`src/rtl/id_ex_stage_if.sv`:
```
// ID/EX pipeline register bundle: ID-side inputs, stall/flush controls, EX-side outputs.
// master: upstream/control side driving ID fields; slave: the id_ex_stage register.
interface id_ex_stage_if #(
    parameter int unsigned DataW    = 32,
    parameter int unsigned RegAddrW = 5,
    parameter int unsigned CntW     = 16
);
    logic                stall;
    logic                flush;

    logic                id_valid;
    logic [1:0]          id_alu_op;
    logic [5:0]          id_func_code;
    logic                id_reg_dst;
    logic                id_alu_src;
    logic                id_mem_read;
    logic                id_mem_write;
    logic                id_mem_to_reg;
    logic                id_reg_write;
    logic [DataW-1:0]    id_read_data1;
    logic [DataW-1:0]    id_read_data2;
    logic [DataW-1:0]    id_imm;
    logic [RegAddrW-1:0] id_rs;
    logic [RegAddrW-1:0] id_rt;
    logic [RegAddrW-1:0] id_rd;

    logic                ex_valid;
    logic [1:0]          ex_alu_op;
    logic [5:0]          ex_func_code;
    logic                ex_reg_dst;
    logic                ex_alu_src;
    logic                ex_mem_read;
    logic                ex_mem_write;
    logic                ex_mem_to_reg;
    logic                ex_reg_write;
    logic [DataW-1:0]    ex_read_data1;
    logic [DataW-1:0]    ex_read_data2;
    logic [DataW-1:0]    ex_imm;
    logic [RegAddrW-1:0] ex_rs;
    logic [RegAddrW-1:0] ex_rt;
    logic [RegAddrW-1:0] ex_rd;

    logic                hazard_stall;
    logic [CntW-1:0]     bubble_count;

    modport master (
        output stall, flush, id_valid, id_alu_op, id_func_code, id_reg_dst, id_alu_src,
               id_mem_read, id_mem_write, id_mem_to_reg, id_reg_write, id_read_data1,
               id_read_data2, id_imm, id_rs, id_rt, id_rd,
        input  ex_valid, ex_alu_op, ex_func_code, ex_reg_dst, ex_alu_src, ex_mem_read,
               ex_mem_write, ex_mem_to_reg, ex_reg_write, ex_read_data1, ex_read_data2,
               ex_imm, ex_rs, ex_rt, ex_rd, hazard_stall, bubble_count
    );

    modport slave (
        input  stall, flush, id_valid, id_alu_op, id_func_code, id_reg_dst, id_alu_src,
               id_mem_read, id_mem_write, id_mem_to_reg, id_reg_write, id_read_data1,
               id_read_data2, id_imm, id_rs, id_rt, id_rd,
        output ex_valid, ex_alu_op, ex_func_code, ex_reg_dst, ex_alu_src, ex_mem_read,
               ex_mem_write, ex_mem_to_reg, ex_reg_write, ex_read_data1, ex_read_data2,
               ex_imm, ex_rs, ex_rt, ex_rd, hazard_stall, bubble_count
    );
endinterface

```
`src/rtl/id_ex_stage.sv`:
```
// ID/EX pipeline register with hold (stall), flush (bubble) and a saturating bubble counter.
// Optional load-use hazard detection is enabled by defining HAZARD_DETECT_EN.
module id_ex_stage #(
    parameter int unsigned DataW    = 32,
    parameter int unsigned RegAddrW = 5,
    parameter int unsigned CntW     = 16
) (
    input logic           clk_i,
    input logic           rst_i,
    id_ex_stage_if.slave  bus
);

    typedef struct packed {
        logic                valid;
        logic [1:0]          alu_op;
        logic [5:0]          func_code;
        logic                reg_dst;
        logic                alu_src;
        logic                mem_read;
        logic                mem_write;
        logic                mem_to_reg;
        logic                reg_write;
        logic [DataW-1:0]    read_data1;
        logic [DataW-1:0]    read_data2;
        logic [DataW-1:0]    imm;
        logic [RegAddrW-1:0] rs;
        logic [RegAddrW-1:0] rt;
        logic [RegAddrW-1:0] rd;
    } ex_regs_t;

    ex_regs_t        ex_q, ex_d, id_ex;
    logic [CntW-1:0] bubble_cnt_q, bubble_cnt_d;
    logic            hazard;

    // ID slot packed as it would land in EX; valid forced high, only used when id_valid.
    assign id_ex = '{
        valid:      1'b1,
        alu_op:     bus.id_alu_op,
        func_code:  bus.id_func_code,
        reg_dst:    bus.id_reg_dst,
        alu_src:    bus.id_alu_src,
        mem_read:   bus.id_mem_read,
        mem_write:  bus.id_mem_write,
        mem_to_reg: bus.id_mem_to_reg,
        reg_write:  bus.id_reg_write,
        read_data1: bus.id_read_data1,
        read_data2: bus.id_read_data2,
        imm:        bus.id_imm,
        rs:         bus.id_rs,
        rt:         bus.id_rt,
        rd:         bus.id_rd
    };

`ifdef HAZARD_DETECT_EN
    // Load in EX whose destination feeds the instruction in ID: insert one bubble.
    assign hazard = ex_q.valid & ex_q.mem_read & bus.id_valid & ~bus.flush &
                    ((ex_q.rt == bus.id_rs) | (ex_q.rt == bus.id_rt));
`else
    assign hazard = 1'b0;
`endif

    // Next-state selection: flush > stall > hazard bubble > load.
    always_comb begin
        ex_d         = ex_q;
        bubble_cnt_d = bubble_cnt_q;
        if (bus.flush || (!bus.stall && hazard)) begin
            ex_d = '0;
            if (!(&bubble_cnt_q)) begin
                bubble_cnt_d = bubble_cnt_q + CntW'(1);
            end
        end else if (!bus.stall) begin
            // An empty ID slot becomes a bubble but is not counted.
            ex_d = bus.id_valid ? id_ex : '0;
        end
    end

    // State register with synchronous reset.
    always_ff @(posedge clk_i) begin
        if (rst_i) begin
            ex_q         <= '0;
            bubble_cnt_q <= '0;
        end else begin
            ex_q         <= ex_d;
            bubble_cnt_q <= bubble_cnt_d;
        end
    end

    assign bus.ex_valid      = ex_q.valid;
    assign bus.ex_alu_op     = ex_q.alu_op;
    assign bus.ex_func_code  = ex_q.func_code;
    assign bus.ex_reg_dst    = ex_q.reg_dst;
    assign bus.ex_alu_src    = ex_q.alu_src;
    assign bus.ex_mem_read   = ex_q.mem_read;
    assign bus.ex_mem_write  = ex_q.mem_write;
    assign bus.ex_mem_to_reg = ex_q.mem_to_reg;
    assign bus.ex_reg_write  = ex_q.reg_write;
    assign bus.ex_read_data1 = ex_q.read_data1;
    assign bus.ex_read_data2 = ex_q.read_data2;
    assign bus.ex_imm        = ex_q.imm;
    assign bus.ex_rs         = ex_q.rs;
    assign bus.ex_rt         = ex_q.rt;
    assign bus.ex_rd         = ex_q.rd;
    assign bus.hazard_stall  = hazard;
    assign bus.bubble_count  = bubble_cnt_q;

endmodule
```
`src/flat_wrapper.sv`:
```
// flat-port wrapper written by rule: the top's interface ports become plain ports
module id_ex_stage_flat 
#(
    parameter int unsigned DataW    = 32,
    parameter int unsigned RegAddrW = 5,
    parameter int unsigned CntW     = 16
)
  (clk_i, rst_i, bus_stall, bus_flush, bus_id_valid, bus_id_alu_op, bus_id_func_code, bus_id_reg_dst, bus_id_alu_src, bus_id_mem_read, bus_id_mem_write, bus_id_mem_to_reg, bus_id_reg_write, bus_id_read_data1, bus_id_read_data2, bus_id_imm, bus_id_rs, bus_id_rt, bus_id_rd, bus_ex_valid, bus_ex_alu_op, bus_ex_func_code, bus_ex_reg_dst, bus_ex_alu_src, bus_ex_mem_read, bus_ex_mem_write, bus_ex_mem_to_reg, bus_ex_reg_write, bus_ex_read_data1, bus_ex_read_data2, bus_ex_imm, bus_ex_rs, bus_ex_rt, bus_ex_rd, bus_hazard_stall, bus_bubble_count);
  id_ex_stage_if #(.DataW(DataW), .RegAddrW(RegAddrW), .CntW(CntW)) bus_i ();
  input logic clk_i;
  input logic rst_i;
  input wire logic [$bits(bus_i.stall)-1:0] bus_stall;
  input wire logic [$bits(bus_i.flush)-1:0] bus_flush;
  input wire logic [$bits(bus_i.id_valid)-1:0] bus_id_valid;
  input wire logic [$bits(bus_i.id_alu_op)-1:0] bus_id_alu_op;
  input wire logic [$bits(bus_i.id_func_code)-1:0] bus_id_func_code;
  input wire logic [$bits(bus_i.id_reg_dst)-1:0] bus_id_reg_dst;
  input wire logic [$bits(bus_i.id_alu_src)-1:0] bus_id_alu_src;
  input wire logic [$bits(bus_i.id_mem_read)-1:0] bus_id_mem_read;
  input wire logic [$bits(bus_i.id_mem_write)-1:0] bus_id_mem_write;
  input wire logic [$bits(bus_i.id_mem_to_reg)-1:0] bus_id_mem_to_reg;
  input wire logic [$bits(bus_i.id_reg_write)-1:0] bus_id_reg_write;
  input wire logic [$bits(bus_i.id_read_data1)-1:0] bus_id_read_data1;
  input wire logic [$bits(bus_i.id_read_data2)-1:0] bus_id_read_data2;
  input wire logic [$bits(bus_i.id_imm)-1:0] bus_id_imm;
  input wire logic [$bits(bus_i.id_rs)-1:0] bus_id_rs;
  input wire logic [$bits(bus_i.id_rt)-1:0] bus_id_rt;
  input wire logic [$bits(bus_i.id_rd)-1:0] bus_id_rd;
  output wire logic [$bits(bus_i.ex_valid)-1:0] bus_ex_valid;
  output wire logic [$bits(bus_i.ex_alu_op)-1:0] bus_ex_alu_op;
  output wire logic [$bits(bus_i.ex_func_code)-1:0] bus_ex_func_code;
  output wire logic [$bits(bus_i.ex_reg_dst)-1:0] bus_ex_reg_dst;
  output wire logic [$bits(bus_i.ex_alu_src)-1:0] bus_ex_alu_src;
  output wire logic [$bits(bus_i.ex_mem_read)-1:0] bus_ex_mem_read;
  output wire logic [$bits(bus_i.ex_mem_write)-1:0] bus_ex_mem_write;
  output wire logic [$bits(bus_i.ex_mem_to_reg)-1:0] bus_ex_mem_to_reg;
  output wire logic [$bits(bus_i.ex_reg_write)-1:0] bus_ex_reg_write;
  output wire logic [$bits(bus_i.ex_read_data1)-1:0] bus_ex_read_data1;
  output wire logic [$bits(bus_i.ex_read_data2)-1:0] bus_ex_read_data2;
  output wire logic [$bits(bus_i.ex_imm)-1:0] bus_ex_imm;
  output wire logic [$bits(bus_i.ex_rs)-1:0] bus_ex_rs;
  output wire logic [$bits(bus_i.ex_rt)-1:0] bus_ex_rt;
  output wire logic [$bits(bus_i.ex_rd)-1:0] bus_ex_rd;
  output wire logic [$bits(bus_i.hazard_stall)-1:0] bus_hazard_stall;
  output wire logic [$bits(bus_i.bubble_count)-1:0] bus_bubble_count;
  assign bus_i.stall = bus_stall;
  assign bus_i.flush = bus_flush;
  assign bus_i.id_valid = bus_id_valid;
  assign bus_i.id_alu_op = bus_id_alu_op;
  assign bus_i.id_func_code = bus_id_func_code;
  assign bus_i.id_reg_dst = bus_id_reg_dst;
  assign bus_i.id_alu_src = bus_id_alu_src;
  assign bus_i.id_mem_read = bus_id_mem_read;
  assign bus_i.id_mem_write = bus_id_mem_write;
  assign bus_i.id_mem_to_reg = bus_id_mem_to_reg;
  assign bus_i.id_reg_write = bus_id_reg_write;
  assign bus_i.id_read_data1 = bus_id_read_data1;
  assign bus_i.id_read_data2 = bus_id_read_data2;
  assign bus_i.id_imm = bus_id_imm;
  assign bus_i.id_rs = bus_id_rs;
  assign bus_i.id_rt = bus_id_rt;
  assign bus_i.id_rd = bus_id_rd;
  assign bus_ex_valid = bus_i.ex_valid;
  assign bus_ex_alu_op = bus_i.ex_alu_op;
  assign bus_ex_func_code = bus_i.ex_func_code;
  assign bus_ex_reg_dst = bus_i.ex_reg_dst;
  assign bus_ex_alu_src = bus_i.ex_alu_src;
  assign bus_ex_mem_read = bus_i.ex_mem_read;
  assign bus_ex_mem_write = bus_i.ex_mem_write;
  assign bus_ex_mem_to_reg = bus_i.ex_mem_to_reg;
  assign bus_ex_reg_write = bus_i.ex_reg_write;
  assign bus_ex_read_data1 = bus_i.ex_read_data1;
  assign bus_ex_read_data2 = bus_i.ex_read_data2;
  assign bus_ex_imm = bus_i.ex_imm;
  assign bus_ex_rs = bus_i.ex_rs;
  assign bus_ex_rt = bus_i.ex_rt;
  assign bus_ex_rd = bus_i.ex_rd;
  assign bus_hazard_stall = bus_i.hazard_stall;
  assign bus_bubble_count = bus_i.bubble_count;
  id_ex_stage #(.DataW(DataW), .RegAddrW(RegAddrW), .CntW(CntW)) u_core (.clk_i(clk_i), .rst_i(rst_i), .bus(bus_i));
endmodule
```
`config.mk`:
```
export PLATFORM = sky130hd
export DESIGN_NAME = id_ex_stage_flat
export DESIGN_NICKNAME = d
export VERILOG_FILES = /design/src/rtl/id_ex_stage_if.sv /design/src/rtl/id_ex_stage.sv /design/src/flat_wrapper.sv
export SDC_FILE = /design/constraint.sdc
export NUM_CORES = 1
export LEC_CHECK = 0
export BUFFER_PORTS_ARGS = -buffer_cell sky130_fd_sc_hd__buf_2
export CORE_MARGIN = 2
export CORE_UTILIZATION = 40
export DETAILED_ROUTE_END_ITERATION = 8
export PLACE_DENSITY = 0.73
export SLEW_MARGIN = 20
export SYNTH_ARGS = -nofsm -noshare
export SYNTH_HDL_FRONTEND = slang
export SYNTH_SLANG_ARGS = --single-unit
```
`constraint.sdc`:
```
create_clock -name clk_i -period 2.05 [get_ports clk_i]
set_clock_uncertainty 0.2 [all_clocks]
set_input_delay 0.205 -clock clk_i [delete_from_list [all_inputs] [get_ports clk_i]]
set_output_delay 0.205 -clock clk_i [all_outputs]
set_load 0.1 [all_outputs]
```
Word-level counts from Yosys, hierarchy flattened
Index checks and enable logic that the tools add are counted.
{"block": "word_totals", "ramBits": 0, "inputBits": 130, "latch_bits": 0, "regBits": 142, "wordCells": 22, "rom_bits": 0, "memories": 0, "out_inout_bits": 143}
{"block": "classes", "shift": 0, "muxes": 1, "bitwise": 1, "n_lt_le_gt_ge": 0, "div_mod_pow": 0, "n_addsub": 1, "eq_ne": 0, "reduce_logical": 3, "mul": 0}
{"op": "126-bit 2-to-1 mux", "count": 1}
{"op": "16-bit by 1-bit adder with 16-bit output (second input constant)", "count": 1}
{"op": "16-bit AND reduction", "count": 1}
{"op": "2-bit AND reduction", "count": 1}
{"op": "2-bit OR reduction", "count": 1}
{"op": "1-bit NOT", "count": 1}

Logic depth before layout (Yosys ltp)
{"block": "depth", "ltp_word": 3, "ltp_mapped": 7}

Least setup slack after synthesis
Ideal clock, no wire load.
{"block": "synth_timing", "kind": "register -> register", "start": "register u_core.bubble_cnt_q[0] (netlist: u_core.bus.bubble_count[0])", "end": "register u_core.bubble_cnt_q[15] (netlist: u_core.bus.bubble_count[15])", "stages_incl_launch_ff": 5, "synth_period_minus_slack_ns": 2.681, "path_buffers": 0, "t_required_ns": 1.780, "arrival_ns": 2.411, "slack_ns": -0.631, "path_cell_list": "dfxtp_1 nand4_1 or4_4 or3_1 a21oi_1"}
{"block": "synth_between", "elab_chain_len": 3, "elab_cells_between_ends": 4}
{"element": "from (decl)", "line": "id_ex_stage.sv:32", "source": "logic [CntW-1:0] bubble_cnt_q, bubble_cnt_d;"}
{"element": "from (signal assigned)", "line": "id_ex_stage.sv:84", "source": "bubble_cnt_q <= bubble_cnt_d;"}
{"element": "branches (longest 3 deep; another with 16-bit by 1-bit adder with 16-bit output)"}
Parallel ways; which one is timed is not known.
A chain may end at the register's enable or synchronous reset.

Final worst setup path
{"block": "layout_timing", "start": "register u_core.bubble_cnt_q[0] (netlist: u_core.bus.bubble_count[0])", "end": "register u_core.bubble_cnt_q[9] (netlist: u_core.bus.bubble_count[9])"}
Same word-level chain as after synthesis.

==> impl_metrics.py <==
metrics = {
    "global_routing": {
        "grt_usage": 0.2618,
        "grt_antenna_before_repair": 0,
        "grt_max_degree": 83,
        "number_of_global_route_vias_before_repair": 5686,
        "grt_overflow": 0,
        "grt_first_pass_wirelength_mm": 27.39,
    },
    "synthesis": {
        "synth.lib_cells_used.distinct": 36,
        "syn_area_sq_mm": 0.004976,
        "synth.yosys.warnings": 0,
        "syn-mean-instance-area_sq_um": 9.460,
        "synthCells": 526,
        "yosys_reg_bits": 142,
        "synth.net_count": 657,
        "synth-seq-area-share": 0.5713,
    },
    "die": {
        "area_of_the_die_sq_mm": 0.01335,
        "core_sq_mm": 0.01206,
        "fp-row-count": 40,
        "floorplan.die.height_microns": 115.5,
        "chipWidth_microns": 115.5,
        "effective_utilization_at_floorplan": 0.4126,
        "io_pins": 273,
    },
    "clocking": {
        "tritoncts_num_sinks": 142,
        "clock_pin_slew_reported_for_the_worst_setup_and_hold_paths_after_clock_tree_synthesis_ps": 60,
        "post_cts_hold_buffer_count": 127,
        "number_of_buffers_created_by_cts": 17,
        "tritoncts_clock_tree": "done",
        "post_cts_resized": 0,
        "cts_root_buf": "sky130_fd_sc_hd__clkbuf_16",
        "latest_clock_arrival_within_the_worst_skew_pair_ps": 420,
        "h-tree-depth": 4,
        "postCtsSetupBuffers": 0,
        "cts-root-to-sink-buffers": 2,
    },
    "detailed_routing": {
        "number_of_remaining_drc_errors": 0,
        "drt_first_iter_violations": 524,
        "route.detailed.vias_per_inst": 5.187,
        "drt.antenna.violating_nets": 0,
        "routed-via-count": 5669,
        "wl_per_cell_microns": 16.36,
        "sum_of_routed_wire_length_over_all_layers_mm": 17.88,
        "drt_first_pass_iters": 6,
    },
    "power_and_ir_drop": {
        "vdd_ir_drop_max_uv": 521.9,
        "p_leak_nw": 3.840,
        "power.density_mw_per_mm2": 845.4,
    },
    "place": {
        "place_hpwl_mm": 10.49,
        "numPortBuffers": 271,
        "dpl-instance-area_sq_mm": 0.006576,
        "post-place-cells": 931,
        "finalWeightedCongestion": 0.8596,
    },
    "outcome": {
        "run_status": "finished clean",
    },
    "cells_and_area": {
        "final-instance-count-excl-fill": 1093,
        "layout.cells.most_common": "sky130_fd_sc_hd__buf_2",
        "final_cell_mix": "sky130_fd_sc_hd__buf_2, sky130_fd_sc_hd__nor2_1, sky130_fd_sc_hd__dlygate4sd3_1",
        "syn2layout_area_growth_pct": 70.88,
        "final_net_count": 1040,
        "post-route-cell-area_sq_mm": 0.008503,
        "layout-drive-gt1-share": 0.3644,
    },
    "timing": {
        "fin_crit_ps": 1905,
        "worstMarginPinSlew_ps": 519.7,
        "hold_ws_ps": 105.3,
        "final-setup-viol-count": 0,
        "finalMaxSlewViolations": 0,
        "layout_worst_path_cycle_share": 0.9291,
        "slew-limit-headroom": 0.6446,
        "setup_repair_after_global_routing_missed_its_margin": "no",
        "finalHoldViolCount": 0,
        "maxClockFrequency_mhz": 525.0,
    },
    "setup_path": {
        "critical_path.cell_chain": "ha_1 -> nand4_1 -> nor4_2 -> buf_4 -> or4_1 -> a21oi_1",
        "max_stage_delay_ps": 510,
        "critical_path_buf_inv_count": 1,
        "timing.critical_path.arrival_ps": 2050,
        "worst_setup_ep_type": "flip-flop",
        "timing.critical_path.max_delay_family": "simple AND/OR/NAND/NOR gates",
        "slowest_stage": "sky130_fd_sc_hd__or4_1",
        "launching_element_type_of_the_critical_path": "flip-flop",
        "critical_path_class": "flip-flop to flip-flop",
        "critical_path_peak_fanout": 13,
        "critPathRequiredTime_ps": 2190,
    },
    "run": {
        "cap_violations": 0,
    },
    "min_path": {
        "hold_class": "input port to flip-flop",
    },
}
==> metrics by stage <==
step                      power, mW  setup slack (ps)  setup TNS (ps)  utilization
final                         7.189             145.3               0       0.7050
after detailed placement      3.727             167.0               0       0.5452
after global placement        3.711             210.0               0       0.5452
after CTS                     7.190             154.6               0       0.7044
after floorplan               3.483            -3.369          -3.369            -
after global routing          7.411             55.64               0       0.7044
==> cells in the mapped netlist (all sizes together) <==
master,instances,area share
a31o,1,0.0018
o31ai,3,0.0045
nand2,4,0.0030
nor4,3,0.0050
buf,11,0.0096
or2,2,0.0025
a21oi,12,0.012
nand2b,1,0.0013
nand3,5,0.0075
clkbuf,35,0.026
nand3b,1,0.0015
or3,1,0.0013
dfxtp,142,0.57
a311oi,2,0.0035
o21ai,5,0.0050
and4,3,0.0053
nor2b,3,0.0038
xnor2,1,0.0018
or4,5,0.0083
a22oi,125,0.19
nor2,136,0.10
mux2i,1,0.0020
and3,2,0.0025
a2111oi,1,0.0018
nand4,6,0.0075
nor3,5,0.0050
conb,1,0.00075
mux2,2,0.0045
inv,3,0.0023
a211oi,3,0.0045
ha,1,0.0025
==> final cells by class <==
type	count	area, sq um
multi-input cells	335	1953
repair buffers	410	2770
fillers	838	3558
well taps	168	210.2
inverters	3	11.26
clock buffers	24	524.3
flip-flops and latches	142	2903
clock inverters	8	123.9
diodes	3	7.507
==> power by group <==
group          internal [mW]  switching (mW)  total, mW
combinational          0.375           0.681       1.06
clock                   2.16            1.15       3.31
sequential              2.80          0.0312       2.83
total                   5.33            1.86       7.19
==> cells by family (layout without fill, tap and decap cells) <==
logic type	count (synthesis)	in the layout	synth area share
other	1	4	0.0007536
AO/OA/AOI/OAI	152	152	0.2218
XOR/XNOR	1	1	0.001760
AND/OR/NAND/NOR	177	177	0.1572
buffers and inverters	49	445	0.03822
multiplexers	3	3	0.006537
flip-flops	142	142	0.5713
adder cells (fa/ha/maj)	1	1	0.002514
==> routing by layer <==
| metal | GRT usage | vias up | wire [microns] | part of all wire |
|---|---|---|---|---|
| met5 | 0 | - | 0 | 0 |
| met4 | 0.1502 | 0 | 670 | 0.037 |
| met2 | 0.4542 | 272 | 9305 | 0.52 |
| met1 | 0.2821 | 2676 | 6744 | 0.38 |
| met3 | 0.08107 | 52 | 1159 | 0.065 |
| li1 | - | 2669 | - | - |
==> path summary, 6_finish.rpt <==
check	start	end	slack, ps	cells after the start
worst max-delay path	u_core.bus.bubble_count[0]	u_core.bus.bubble_count[9]	150	6
worst max register to register	u_core.bus.bubble_count[0]	u_core.bus.bubble_count[9]	150	6
worst min register to register	u_core.bus.bubble_count[6]	u_core.bus.bubble_count[6]	290	1
worst min-delay path	bus_stall	u_core.bus.ex_imm[9]	110	3
==> tightest hold or removal path, stage by stage <==
cell,delay [ps]
sky130_fd_sc_hd__buf_4,220
sky130_fd_sc_hd__a22oi_1,200
sky130_fd_sc_hd__nor2_1,50
No activity file was read; power rests on OpenSTA's default activity.
